## src/rtl/q88_multiplier.sv

```systemverilog
// Signed Q8.8 iterative shift-add multiplier with start/busy/done handshake.
// WIDTH+1 cycles from start to done; product rescaled by FRAC, saturating or wrapping on overflow.
module q88_multiplier #(
  parameter int WIDTH    = 16,
  parameter int FRAC     = 8,
  parameter int SATURATE = 1
) (
  input  logic             clk,
  input  logic             rst,
  input  logic             start,
  input  logic [WIDTH-1:0] a,
  input  logic [WIDTH-1:0] b,
  output logic [WIDTH-1:0] ab,
  output logic             busy,
  output logic             done,
  output logic             overflow
);

  localparam int CW = $clog2(WIDTH + 1);
  localparam logic [WIDTH-1:0]   ONE_W  = 1;
  localparam logic [2*WIDTH-1:0] ONE_2W = 1;
  localparam logic [CW-1:0]      LAST   = CW'(WIDTH - 1);

  typedef enum logic [1:0] {S_IDLE, S_RUN, S_FINISH} state_t;

  state_t             r_state;
  logic [2*WIDTH-1:0] r_mcand;
  logic [2*WIDTH-1:0] r_acc;
  logic [WIDTH-1:0]   r_mplier;
  logic               r_neg;
  logic [CW-1:0]      r_cnt;

  logic [WIDTH-1:0]          w_mag_a;
  logic [WIDTH-1:0]          w_mag_b;
  logic signed [2*WIDTH-1:0] w_signed;
  logic signed [2*WIDTH-1:0] w_shift;
  logic [WIDTH:0]            w_top;
  logic                      w_ovf;
  logic [WIDTH-1:0]          w_sat;
  logic [WIDTH-1:0]          w_res;

  // Magnitude of the most negative value is read as unsigned, so -128.0 works.
  assign w_mag_a = a[WIDTH-1] ? (~a + ONE_W) : a;
  assign w_mag_b = b[WIDTH-1] ? (~b + ONE_W) : b;

  assign w_signed = r_neg ? $signed(~r_acc + ONE_2W) : $signed(r_acc);
  assign w_shift  = w_signed >>> FRAC;

  // In range only when every bit above the result sign bit matches it.
  assign w_top = w_shift[2*WIDTH-1:WIDTH-1];
  assign w_ovf = ~(&w_top) & (|w_top);
  assign w_sat = w_shift[2*WIDTH-1] ? {1'b1, {(WIDTH-1){1'b0}}} : {1'b0, {(WIDTH-1){1'b1}}};
  assign w_res = ((SATURATE != 0) && w_ovf) ? w_sat : w_shift[WIDTH-1:0];

  always_ff @(posedge clk or posedge rst) begin
    if (rst) begin
      r_state  <= S_IDLE;
      r_mcand  <= '0;
      r_acc    <= '0;
      r_mplier <= '0;
      r_neg    <= 1'b0;
      r_cnt    <= '0;
      ab       <= '0;
      busy     <= 1'b0;
      done     <= 1'b0;
      overflow <= 1'b0;
    end else begin
      done <= 1'b0;
      case (r_state)
        S_IDLE: begin
          if (start) begin
            r_mcand  <= {{WIDTH{1'b0}}, w_mag_a};
            r_mplier <= w_mag_b;
            r_neg    <= a[WIDTH-1] ^ b[WIDTH-1];
            r_acc    <= '0;
            r_cnt    <= '0;
            busy     <= 1'b1;
            r_state  <= S_RUN;
          end
        end
        S_RUN: begin
          if (r_mplier[0]) begin
            r_acc <= r_acc + r_mcand;
          end
          r_mcand  <= r_mcand << 1;
          r_mplier <= r_mplier >> 1;
          r_cnt    <= r_cnt + 1'b1;
          if (r_cnt == LAST) begin
            r_state <= S_FINISH;
          end
        end
        S_FINISH: begin
          ab       <= w_res;
          overflow <= w_ovf;
          done     <= 1'b1;
          busy     <= 1'b0;
          r_state  <= S_IDLE;
        end
        default: r_state <= S_IDLE;
      endcase
    end
  end

endmodule

```

## config.mk

```make
export PLATFORM = sky130hd
export DESIGN_NAME = q88_multiplier
export DESIGN_NICKNAME = d
export VERILOG_FILES = /design/src/rtl/q88_multiplier.sv
export SDC_FILE = /design/constraint.sdc
export NUM_CORES = 1
export LEC_CHECK = 0
export ABC_AREA = 1
export CORE_UTILIZATION = 45
export CTS_BUF_LIST = sky130_fd_sc_hd__clkbuf_8
export DETAILED_ROUTE_END_ITERATION = 8
export PLACE_DENSITY = 0.74
export SYNTH_ARGS = -nofsm -noshare
export SYNTH_HDL_FRONTEND = slang
export SYNTH_SLANG_ARGS = --single-unit
```

## constraint.sdc

```tcl
create_clock -name clk -period 4.3 [get_ports clk]
set_input_delay 0.86 -clock clk [delete_from_list [all_inputs] [get_ports clk]]
set_output_delay 0.86 -clock clk [all_outputs]
set_load 0.05 [all_outputs]
```

==> impl_metrics.py, run 1 <==
metrics = {
    "timing": {
        "total_negative_setup_slack_ps": 0,
        "maxSlewHeadroom_pct": 36.7,
        "setup-violations-final": 0,
        "report.final.slew_viol_count": 0,
        "fin_crit_ps": 2830,
        "grt_setup_unrepaired": "no",
        "max_clock_freq_mhz": 353,
        "final.hold.worst_slack_ps": 494,
        "clock-skew-final_ps": 12.8,
        "timing_worst_slew_pin_value_ps": 949,
        "post-route-period-util_pct": 65.8,
        "hold_viol": 0,
    },
    "final_layout": {
        "num-fill-cells": 1632,
        "layout-drive-gt1-share_pct": 6.32,
        "antenna-diode-count": 0,
        "mostFrequentLayoutCell": "nand2_1",
        "finalCoreUtilization_pct": 51.8,
        "post-route-cell-area_mm2": 0.00857,
        "highest_count_cells_in_the_layout_ignoring_fill_and_taps": "nand2_1 (225), nor2_1 (171), inv_1 (124)",
        "layout-area-overhead-vs-synth_pct": 12.6,
        "nNetsFinal": 1190,
    },
    "die": {
        "chipWidth_um": 132,
        "initial_core_util_pct": 46.1,
        "core.rowCount": 47,
        "floorplan.core_area_mm2": 0.0165,
        "pin_count": 54,
        "dieHeight_um": 132,
        "die-area_mm2": 0.0174,
    },
    "clocking": {
        "clock_sink_count": 107,
        "cts-root-to-sink-buffers": 2,
        "cts.reportedPaths.clkPinSlew_ps": 110,
        "cts_buffers": 9,
        "postCtsResizedCells": 0,
        "cts.root.buffer_cell": "clkbuf_8",
        "latest_clock_arrival_within_the_worst_skew_pair_ps": 390,
        "cts_tree": "yes",
        "cts_max_level": 3,
        "post_cts_hold_buffer_count": 0,
        "post_cts_buffers": 0,
    },
    "grt": {
        "grt.met3_usage_pct": 2.85,
        "busiest_metal_layer_after_global_routing": "met2",
        "wire_length_of_the_first_global_routing_pass_um": 31400,
        "globalRouteOverflowTotal": 0,
        "first_global_vias": 6785,
        "antenna_found_initial": 0,
        "use_met2_pct": 38.1,
        "pin_count_of_the_biggest_net_entering_global_routing": 77,
        "grt.total_usage_pct": 22.4,
        "use_met1_pct": 28.7,
    },
    "worst_hold_path": {
        "timing.hold.worst.class": "reg2reg",
        "hold_depth": 2,
    },
    "yosys": {
        "synth_area_per_cell_um2": 7.09,
        "netlist_instances": 1073,
        "post_synthesis_xor_xnor_area_fraction_pct": 5.16,
        "synth_top_family_by_area": "simple AND/OR/NAND/NOR gates",
        "dominantRegCellSynth": "dfrtp_1",
        "mappedNetlistArea_mm2": 0.00761,
        "mappedNetlistNets": 1144,
        "yosysUniqueCellTypes": 46,
        "synth-compound-area-share_pct": 18.7,
        "synthSimpleGateAreaFrac_pct": 27.0,
        "number_of_warnings_reported_in_the_yosys_synthesis_log": 0,
        "synth_adder_area_share_pct": 6.02,
        "yosys-mux-area-fraction_pct": 0,
        "synth_edf_count": 0,
        "synthArstFlopShare_pct": 100,
        "sequential_share_of_the_synthesized_area_pct": 35.2,
        "postSynthRegisterBits": 107,
    },
    "setup_path": {
        "worst-path-max-fanout": 5,
        "cp_data_required_time_ps": 4550,
        "worst-endpoint-arrival_ps": 3080,
        "worstSetupEndpointType": "register",
        "r2r_cells": 13,
        "setup.worst_path.start_class": "register",
        "category_of_the_most_critical_setup_path": "reg2reg",
    },
    "placement": {
        "placement.cell_area_mm2": 0.00835,
        "port_buffers": 53,
        "place.detailed.hpwl_um": 14800,
        "gp_routability_congestion": 0.894,
    },
    "route": {
        "drt-pass1-iter-count": 5,
        "drt-initial-drc-count": 405,
        "routed_via_density": 5.25,
        "totalWireLength_um": 18700,
        "post_drt_wl_per_cell_um": 13.9,
        "ant_nets": 0,
        "num_vias": 7055,
        "post-route-drc-count": 0,
    },
    "status": {
        "outcome": "completed",
    },
    "pwr": {
        "irDropWorstVdd_mv": 0.263,
        "cellPowerDensity_mw_per_mm2": 713,
        "power.leakage_nw": 4.12,
    },
    "run": {
        "timing.max_cap.violations": 0,
    },
}
==> kinds of logic (layout without fill, tap and decap cells) <==
| family | Yosys count | after routing |
|---|---|---|
| AOI/OAI and AO/OA | 244 | 244 |
| adders and majority gates | 36 | 36 |
| DFF | 107 | 107 |
| xor gates and xnor gates | 44 | 44 |
| buffers and inverters | 154 | 205 |
| and+or+nand+nor | 488 | 488 |
==> cell type report <==
cell class | instances | area [µm²] | share of cell area (%)
multi-input combinational | 812 | 4330 | 50.5
sequential | 107 | 2680 | 31.3
timing repair buffer | 61 | 591 | 6.89
inverter | 128 | 483 | 5.64
tap | 220 | 275 | 3.21
clock buffer | 11 | 151 | 1.77
clock inverter | 5 | 60.1 | 0.701
==> flip-flops by register name (all words and copies together), names as in the netlist <==
name	flops
r_neg	1
r_mplier	16
r_acc	32
r_cnt	5
overflow	1
r_mcand	32
busy	1
ab	16
r_state	2
done	1
==> synth_stat cells, types with 2 or more instances <==
cell      count  area, µm²
a21o_1        2       15.0
a21oi_1      61        305
a21oi_2       9       78.8
a22o_1        2       17.5
a22oi_1      28        210
a31oi_1       2       12.5
buf_2         3       15.0
buf_4         2       15.0
buf_6         2       22.5
clkbuf_1     18       67.6
dfrtp_1     107       2680
ha_1         35        438
inv_1       124        465
inv_2         3       11.3
nand2_1     225        845
nand2_2      12       75.1
nand2_4       3       33.8
nand3_1      38        190
nand3_2       2       20.0
nand3b_1      2       15.0
nand4_1       9       56.3
nor2_1      171        642
nor2_2        8       50.1
nor2_4        4       45.0
nor3_1        7       35.0
nor4_1        2       12.5
o211ai_1      3       22.5
o21a_1        2       15.0
o21ai_0      90        450
o21ai_1       6       30.0
o21bai_1      4       30.0
o22ai_1      29        181
o31ai_1       2       15.0
or2_2         3       18.8
xnor2_1       3       26.3
xor2_1       40        350
==> worst paths after layout <==
kind	from	end	slack (ps)
max	r_acc[0]	r_acc[26]	1470
max reg2reg	r_acc[0]	r_acc[26]	1470
min in group asynchronous	rst	r_mcand[29]	1030
min	ab[15]	ab[15]	490
min reg2reg	ab[15]	ab[15]	490
max in group asynchronous	rst	r_cnt[2]	2450
==> critical path, stage by stage (launching register included) <==
cell	delay (ps)
dfrtp_1	430
ha_1	160
inv_1	70
fa_1	360
inv_1	70
nand2_1	60
o21ai_0	480
a21oi_1	190
o21ai_0	400
nand2_1	90
o211ai_1	110
a21oi_1	80
o21ai_0	90
o21ai_0	90
==> metrics by stage <==
step / worst slack [ps] / total power, mW / instances
6_report: 1470 / 6.11 / 1344
5_1_grt: 1150 / 6.71 / 1344
4_1_cts: 1500 / 6.09 / 1344
3_5_place_dp: 1460 / 5.42 / 1328
3_3_place_gp: 1520 / 5.33 / 1328
2_1_floorplan: 623 / 4.52 / 1073
==> report_power, final <==
group          leakage, nW  total (mW)  internal [mW]  switching (mW)
clock network        0.111       0.660          0.304           0.357
logic                 2.64        3.65           1.27            2.38
registers             1.37        1.79           1.39           0.399
total                 4.12        6.11           2.97            3.13
==> metal layers <==
layer,vias to the layer above,part of all wire (%)
li1,3627,-
met1,3212,45
met2,178,47
met3,38,5.3
met4,0,3.0
met5,-,0
No activity file was read; power rests on OpenSTA's default activity.
==> inputs of run 2 (changes only) <==
==> constraint.sdc (replaced) <==
create_clock -name clk -period 2.95 [get_ports clk]
set_input_delay 0.59 -clock clk [delete_from_list [all_inputs] [get_ports clk]]
set_output_delay 0.59 -clock clk [all_outputs]
set_load 0.05 [all_outputs]
==> run 2 against run 1 <==
Sequential share of layout area down 0.27 points. Critical path type unchanged. Via count up 0.52%. Sequential cell count unchanged.
==> impl_metrics.py, run 2 (synthesis results as in run 1) <==
metrics = {
    "clocking": {
        "cts_max_level": 3,
        "cts.reportedPaths.clkPinSlew_ps": 110,
        "cts_tree": "yes",
        "latest_clock_arrival_within_the_worst_skew_pair_ps": 400,
        "cts.root.buffer_cell": "clkbuf_8",
        "clock_sink_count": 107,
        "cts-root-to-sink-buffers": 2,
        "cts_buffers": 9,
        "post_cts_buffers": 0,
        "post_cts_hold_buffer_count": 0,
        "postCtsResizedCells": 0,
    },
    "timing": {
        "maxSlewHeadroom_pct": 44.1,
        "total_negative_setup_slack_ps": 0,
        "timing_worst_slew_pin_value_ps": 836,
        "post-route-period-util_pct": 84.4,
        "final_critical_path_setup_slack_ps": 461,
        "clock-skew-final_ps": 15.6,
        "setup-violations-final": 0,
        "report.final.slew_viol_count": 0,
        "max_clock_freq_mhz": 402,
        "fin_crit_ps": 2490,
        "grt_setup_unrepaired": "no",
        "hold_viol": 0,
    },
    "final_layout": {
        "antenna-diode-count": 0,
        "highest_count_cells_in_the_layout_ignoring_fill_and_taps": "nand2_1 (225), nor2_1 (171), inv_1 (123)",
        "finalCoreUtilization_pct": 52.3,
        "layout-area-overhead-vs-synth_pct": 13.5,
        "num-fill-cells": 1621,
        "nNetsFinal": 1195,
        "instances_no_fill": 1349,
        "mostFrequentLayoutCell": "nand2_1",
        "multi_input_comb_area_mm2": 0.00433,
        "reg_top3": "r_acc x32, r_mcand x32",
        "post-route-cell-area_mm2": 0.00864,
        "layout-drive-gt1-share_pct": 6.82,
        "area.sequential_mm2": 0.00268,
    },
    "pwr": {
        "irDropWorstVdd_mv": 0.346,
        "cellPowerDensity_mw_per_mm2": 1050,
        "power.leakage_nw": 4.15,
    },
    "setup_path": {
        "setup.worst_path.start_class": "register",
        "timing.critical_path.max_delay_family": "compound AO/OA/AOI/OAI gates",
        "category_of_the_most_critical_setup_path": "reg2reg",
        "r2r_cells": 13,
        "cp_cell_sequence": "ha_1 > inv_1 > fa_1 > inv_1 > nand2_1 > o21ai_0 > a21oi_1 > o21ai_0 > nand2_1 > o211ai_1 > a21oi_1 > o21ai_0 > o21ai_0",
        "critical_path.max_stage_delay_ps": 430,
        "worstSetupEndpointType": "register",
        "worst-endpoint-arrival_ps": 2750,
        "path_depth": 13,
        "timing.critical_path.mode_cell": "o21ai_0",
        "cp_slowest_cell": "dfrtp_1",
        "crit_buf_inv": 2,
        "cp_data_required_time_ps": 3210,
        "worst-path-max-fanout": 4,
    },
    "grt": {
        "antenna_found_initial": 0,
        "wire_length_of_the_first_global_routing_pass_um": 31900,
        "first_global_vias": 6715,
        "grt.total_usage_pct": 23.0,
        "pin_count_of_the_biggest_net_entering_global_routing": 91,
        "globalRouteOverflowTotal": 0,
    },
    "worst_hold_path": {
        "hold_depth": 2,
        "timing.hold.worst.class": "reg2reg",
    },
    "route": {
        "num_vias": 7092,
        "ant_nets": 0,
        "post_drt_wl_per_cell_um": 14.2,
        "routed_via_density": 5.26,
        "drt-pass1-iter-count": 5,
        "drt-initial-drc-count": 393,
        "totalWireLength_um": 19100,
        "post-route-drc-count": 0,
    },
    "placement": {
        "place.detailed.hpwl_um": 15000,
        "placement.cell_area_mm2": 0.00841,
        "port_buffers": 53,
        "gp_routability_congestion": 0.922,
        "place_ws_ps": 433,
        "placedCellCount": 1333,
    },
    "run": {
        "timing.max_cap.violations": 0,
    },
    "status": {
        "outcome": "completed",
    },
    "die": {
        "die-area_mm2": 0.0174,
        "dieHeight_um": 132,
        "pin_count": 54,
        "chipWidth_um": 132,
        "core.rowCount": 47,
        "floorplan.core_area_mm2": 0.0165,
        "initial_core_util_pct": 46.1,
    },
}
==> run 2: changes by cell type in the layout (fill, tap and decap cells not counted), sizes merged <==
cell,previous run,this run
bufinv,1,2
inv,129,128
buf,8,13
clkinv,3,2
clkinvlp,0,2
clkbuf,11,10
==> run 2: stage by stage <==
| stage | power [mW] | hold slack, ps |
|---|---|---|
| global route | 9.94 | 527 |
| CTS | 9.07 | 488 |
| global placement | 7.86 | 470 |
| floorplan | 6.59 | 447 |
| finish | 9.08 | 484 |
| detailed placement | 7.97 | 467 |
==> run 2: metal layers <==
layer  GRT usage, %  wire [µm]  vias to the layer above
met1           29.2       8620                     3242
met2           39.7       9090                      182
met3           3.00       1020                       28
li1               -          -                     3640
met5              0          0                        -
met4           8.91        415                        0
==> run 2: path summary, 6_finish.rpt <==
path	start	endpoint	slack, ps
worst max register to register	r_acc[0]	r_acc[26]	460
max in group asynchronous	rst	r_mcand[27]	1650
worst min-delay path	busy	busy	480
min in group asynchronous	rst	ab[11]	530
worst max-delay path	r_acc[0]	r_acc[26]	460
worst min register to register	busy	busy	480
==> run 2: worst reg2reg max path: stages (launching register included) <==
cell	delay, ps
dfrtp_1	430
ha_1	170
inv_1	60
fa_1	360
inv_1	70
nand2_1	60
o21ai_0	230
a21oi_1	150
o21ai_0	350
nand2_1	90
o211ai_1	110
a21oi_1	80
o21ai_0	90
o21ai_0	100
==> run 2: final cells by class <==
cell class,instances,share of cell area [%]
Sequential cell,107,31.0
Clock inverter,6,1.12
Clock buffer,10,1.59
Timing Repair Buffer,66,7.41
Multi-Input combinational cell,812,50.1
Tap cell,220,3.19
Inverter,128,5.60
==> run 2: power by group <==
part	switching (mW)	total [mW]	internal, mW
registers	0.601	2.63	2.03
clock network	0.554	1.07	0.512
logic	3.48	5.38	1.90
==> inputs of run 3 (changes only) <==
==> constraint.sdc (replaced) <==
create_clock -name clk -period 2.42 [get_ports clk]
set_input_delay 0.484 -clock clk [delete_from_list [all_inputs] [get_ports clk]]
set_output_delay 0.484 -clock clk [all_outputs]
set_load 0.05 [all_outputs]
==> run 3 against run 2 <==
Combinational power up 27%. Power increased by 21%. Sequential cell count stayed put. Clock-buffer cell count decreased by 1. First-iteration DRC count shrank 17%. Wire length is 0.51% higher. Hold slack worse by 16 ps. Critical endpoint is now r_acc[29]. Largest cell class unchanged. Highest routed layer unchanged.
==> impl_metrics.py, run 3 (synthesis results as in run 1) <==
metrics = {
    "status": {
        "outcome": "completed",
    },
    "clocking": {
        "cts-root-to-sink-buffers": 2,
        "cts_buffers": 9,
        "post_cts_hold_buffer_count": 0,
        "cts.reportedPaths.clkPinSlew_ps": 100,
        "cts.root.buffer_cell": "clkbuf_8",
        "latest_clock_arrival_within_the_worst_skew_pair_ps": 390,
        "clock_sink_count": 107,
        "cts_max_level": 3,
        "cts_tree": "yes",
    },
    "die": {
        "core.rowCount": 47,
        "die-area_mm2": 0.0174,
        "initial_core_util_pct": 46.1,
        "pin_count": 54,
        "floorplan.core_area_mm2": 0.0165,
        "dieHeight_um": 132,
        "chipWidth_um": 132,
    },
    "grt": {
        "globalRouteOverflowTotal": 0,
        "pin_count_of_the_biggest_net_entering_global_routing": 53,
        "antenna_found_initial": 0,
        "first_global_vias": 6854,
        "grt.total_usage_pct": 23.4,
        "wire_length_of_the_first_global_routing_pass_um": 32500,
    },
    "route": {
        "post-route-drc-count": 0,
        "ant_nets": 0,
        "post_drt_wl_per_cell_um": 14.2,
        "totalWireLength_um": 19200,
        "routed_via_density": 5.24,
        "num_vias": 7113,
        "drt-initial-drc-count": 327,
        "drt-pass1-iter-count": 5,
    },
    "setup_path": {
        "setup.worst_path.start_class": "register",
        "category_of_the_most_critical_setup_path": "reg2reg",
        "critical_path_source": "r_mcand[2]",
        "cp_data_required_time_ps": 2670,
        "worst-endpoint-arrival_ps": 2530,
        "worstSetupEndpointType": "register",
        "worst_r2r_startpoint": "r_mcand[2]",
        "worst-path-max-fanout": 4,
    },
    "run": {
        "timing.max_cap.violations": 0,
    },
    "timing": {
        "max_clock_freq_mhz": 439,
        "total_negative_setup_slack_ps": 0,
        "post-route-period-util_pct": 94.2,
        "maxSlewHeadroom_pct": 52.4,
        "report.final.slew_viol_count": 0,
        "setup-violations-final": 0,
        "clock-skew-final_ps": 8.24,
        "final_critical_path_setup_slack_ps": 141,
        "hold_viol": 0,
        "timing_worst_slew_pin_value_ps": 714,
        "fin_crit_ps": 2280,
    },
    "pwr": {
        "irDropWorstVdd_mv": 0.464,
        "power.leakage_nw": 4.17,
        "cellPowerDensity_mw_per_mm2": 1260,
    },
    "placement": {
        "port_buffers": 53,
        "place_ws_ps": 14.4,
        "gp_routability_congestion": 0.948,
        "placement.cell_area_mm2": 0.00847,
        "placedCellCount": 1340,
        "place.detailed.hpwl_um": 15400,
    },
    "final_layout": {
        "highest_count_cells_in_the_layout_ignoring_fill_and_taps": "nand2_1 (225), nor2_1 (171), inv_1 (125)",
        "layout-area-overhead-vs-synth_pct": 14.1,
        "instances_no_fill": 1357,
        "post-route-cell-area_mm2": 0.00869,
        "reg_top3": "r_acc x32, r_mcand x32",
        "antenna-diode-count": 0,
        "mostFrequentLayoutCell": "nand2_1",
        "num-fill-cells": 1669,
        "nNetsFinal": 1203,
        "layout-drive-gt1-share_pct": 8.00,
    },
    "worst_hold_path": {
        "timing.hold.worst.class": "in2async",
    },
}
run 3: cell types whose count changed in the layout (fill, tap and decap cells not counted), sizes merged:
cell    before  now
buf         13   21
bufinv       2    0
clkbuf      10    9
clkinv       2    4
inv        128  129
run 3: worst max-delay path: stages, from the launching register on:
cell and delay [ps]:
dfrtp_1 430, ha_1 340, a21oi_1 180, o21ai_2 100
a21oi_1 260, inv_1 150, nand3_1 100, nand3_1 160
a21oi_1 230, nand2_1 70, nand2_1 60, o22ai_1 60
run 3: stage by stage:
stage	total power, mW	hold slack [ps]	util (%)
after floorplan	8.04	447	-
after global placement	9.71	469	51.3
after detailed placement	9.84	464	51.3
after CTS	10.9	464	52.3
after global routing	12.0	500	52.6
final	11.0	468	52.6
run 3: final timing paths:
kind / to / slack (ps) / cells past startpoint
worst max-delay path: r_acc[29] / 140 / 11
worst min-delay path: ab[11] / 470 / 2
worst max register to register: r_acc[29] / 140 / 11
worst min register to register: busy / 490 / 2
max in group asynchronous: r_mplier[4] / 1330 / 3
min in group clk: busy / 490 / 2
run 3: what timing repair did:
action                                  CTS  global route
buffers inserted                          0             1
endpoints found under the setup margin    0            10
endpoints found under the hold margin     0             0
resized for setup                         0            12
run 3: power breakdown:
group	switching (mW)	internal (mW)	leakage, nW
registers	0.689	2.48	1.37
clock network	0.630	0.373	0.0922
logic	4.37	2.44	2.71
total	5.69	5.29	4.17
run 3: layout make-up:
| cell class | instances | area [µm²] | share of cell area (%) |
|---|---|---|---|
| inverters | 128 | 484 | 5.57 |
| clock buffers | 9 | 124 | 1.43 |
| well taps | 220 | 275 | 3.17 |
| multi-input cells | 812 | 4370 | 50.3 |
| flip-flops and latches | 107 | 2680 | 30.8 |
| clock inverters | 7 | 46.3 | 0.533 |
| repair buffers | 74 | 713 | 8.21 |
run 3: per-layer routing:
metal	vias to the layer above	global-route usage [%]	routed length, µm	part of all wire (%)
met5	-	0	0	0
met4	0	8.79	363	1.9
met3	24	3.15	866	4.5
met2	156	39.2	8920	46
met1	3273	30.6	9090	47
li1	3660	-	-	-
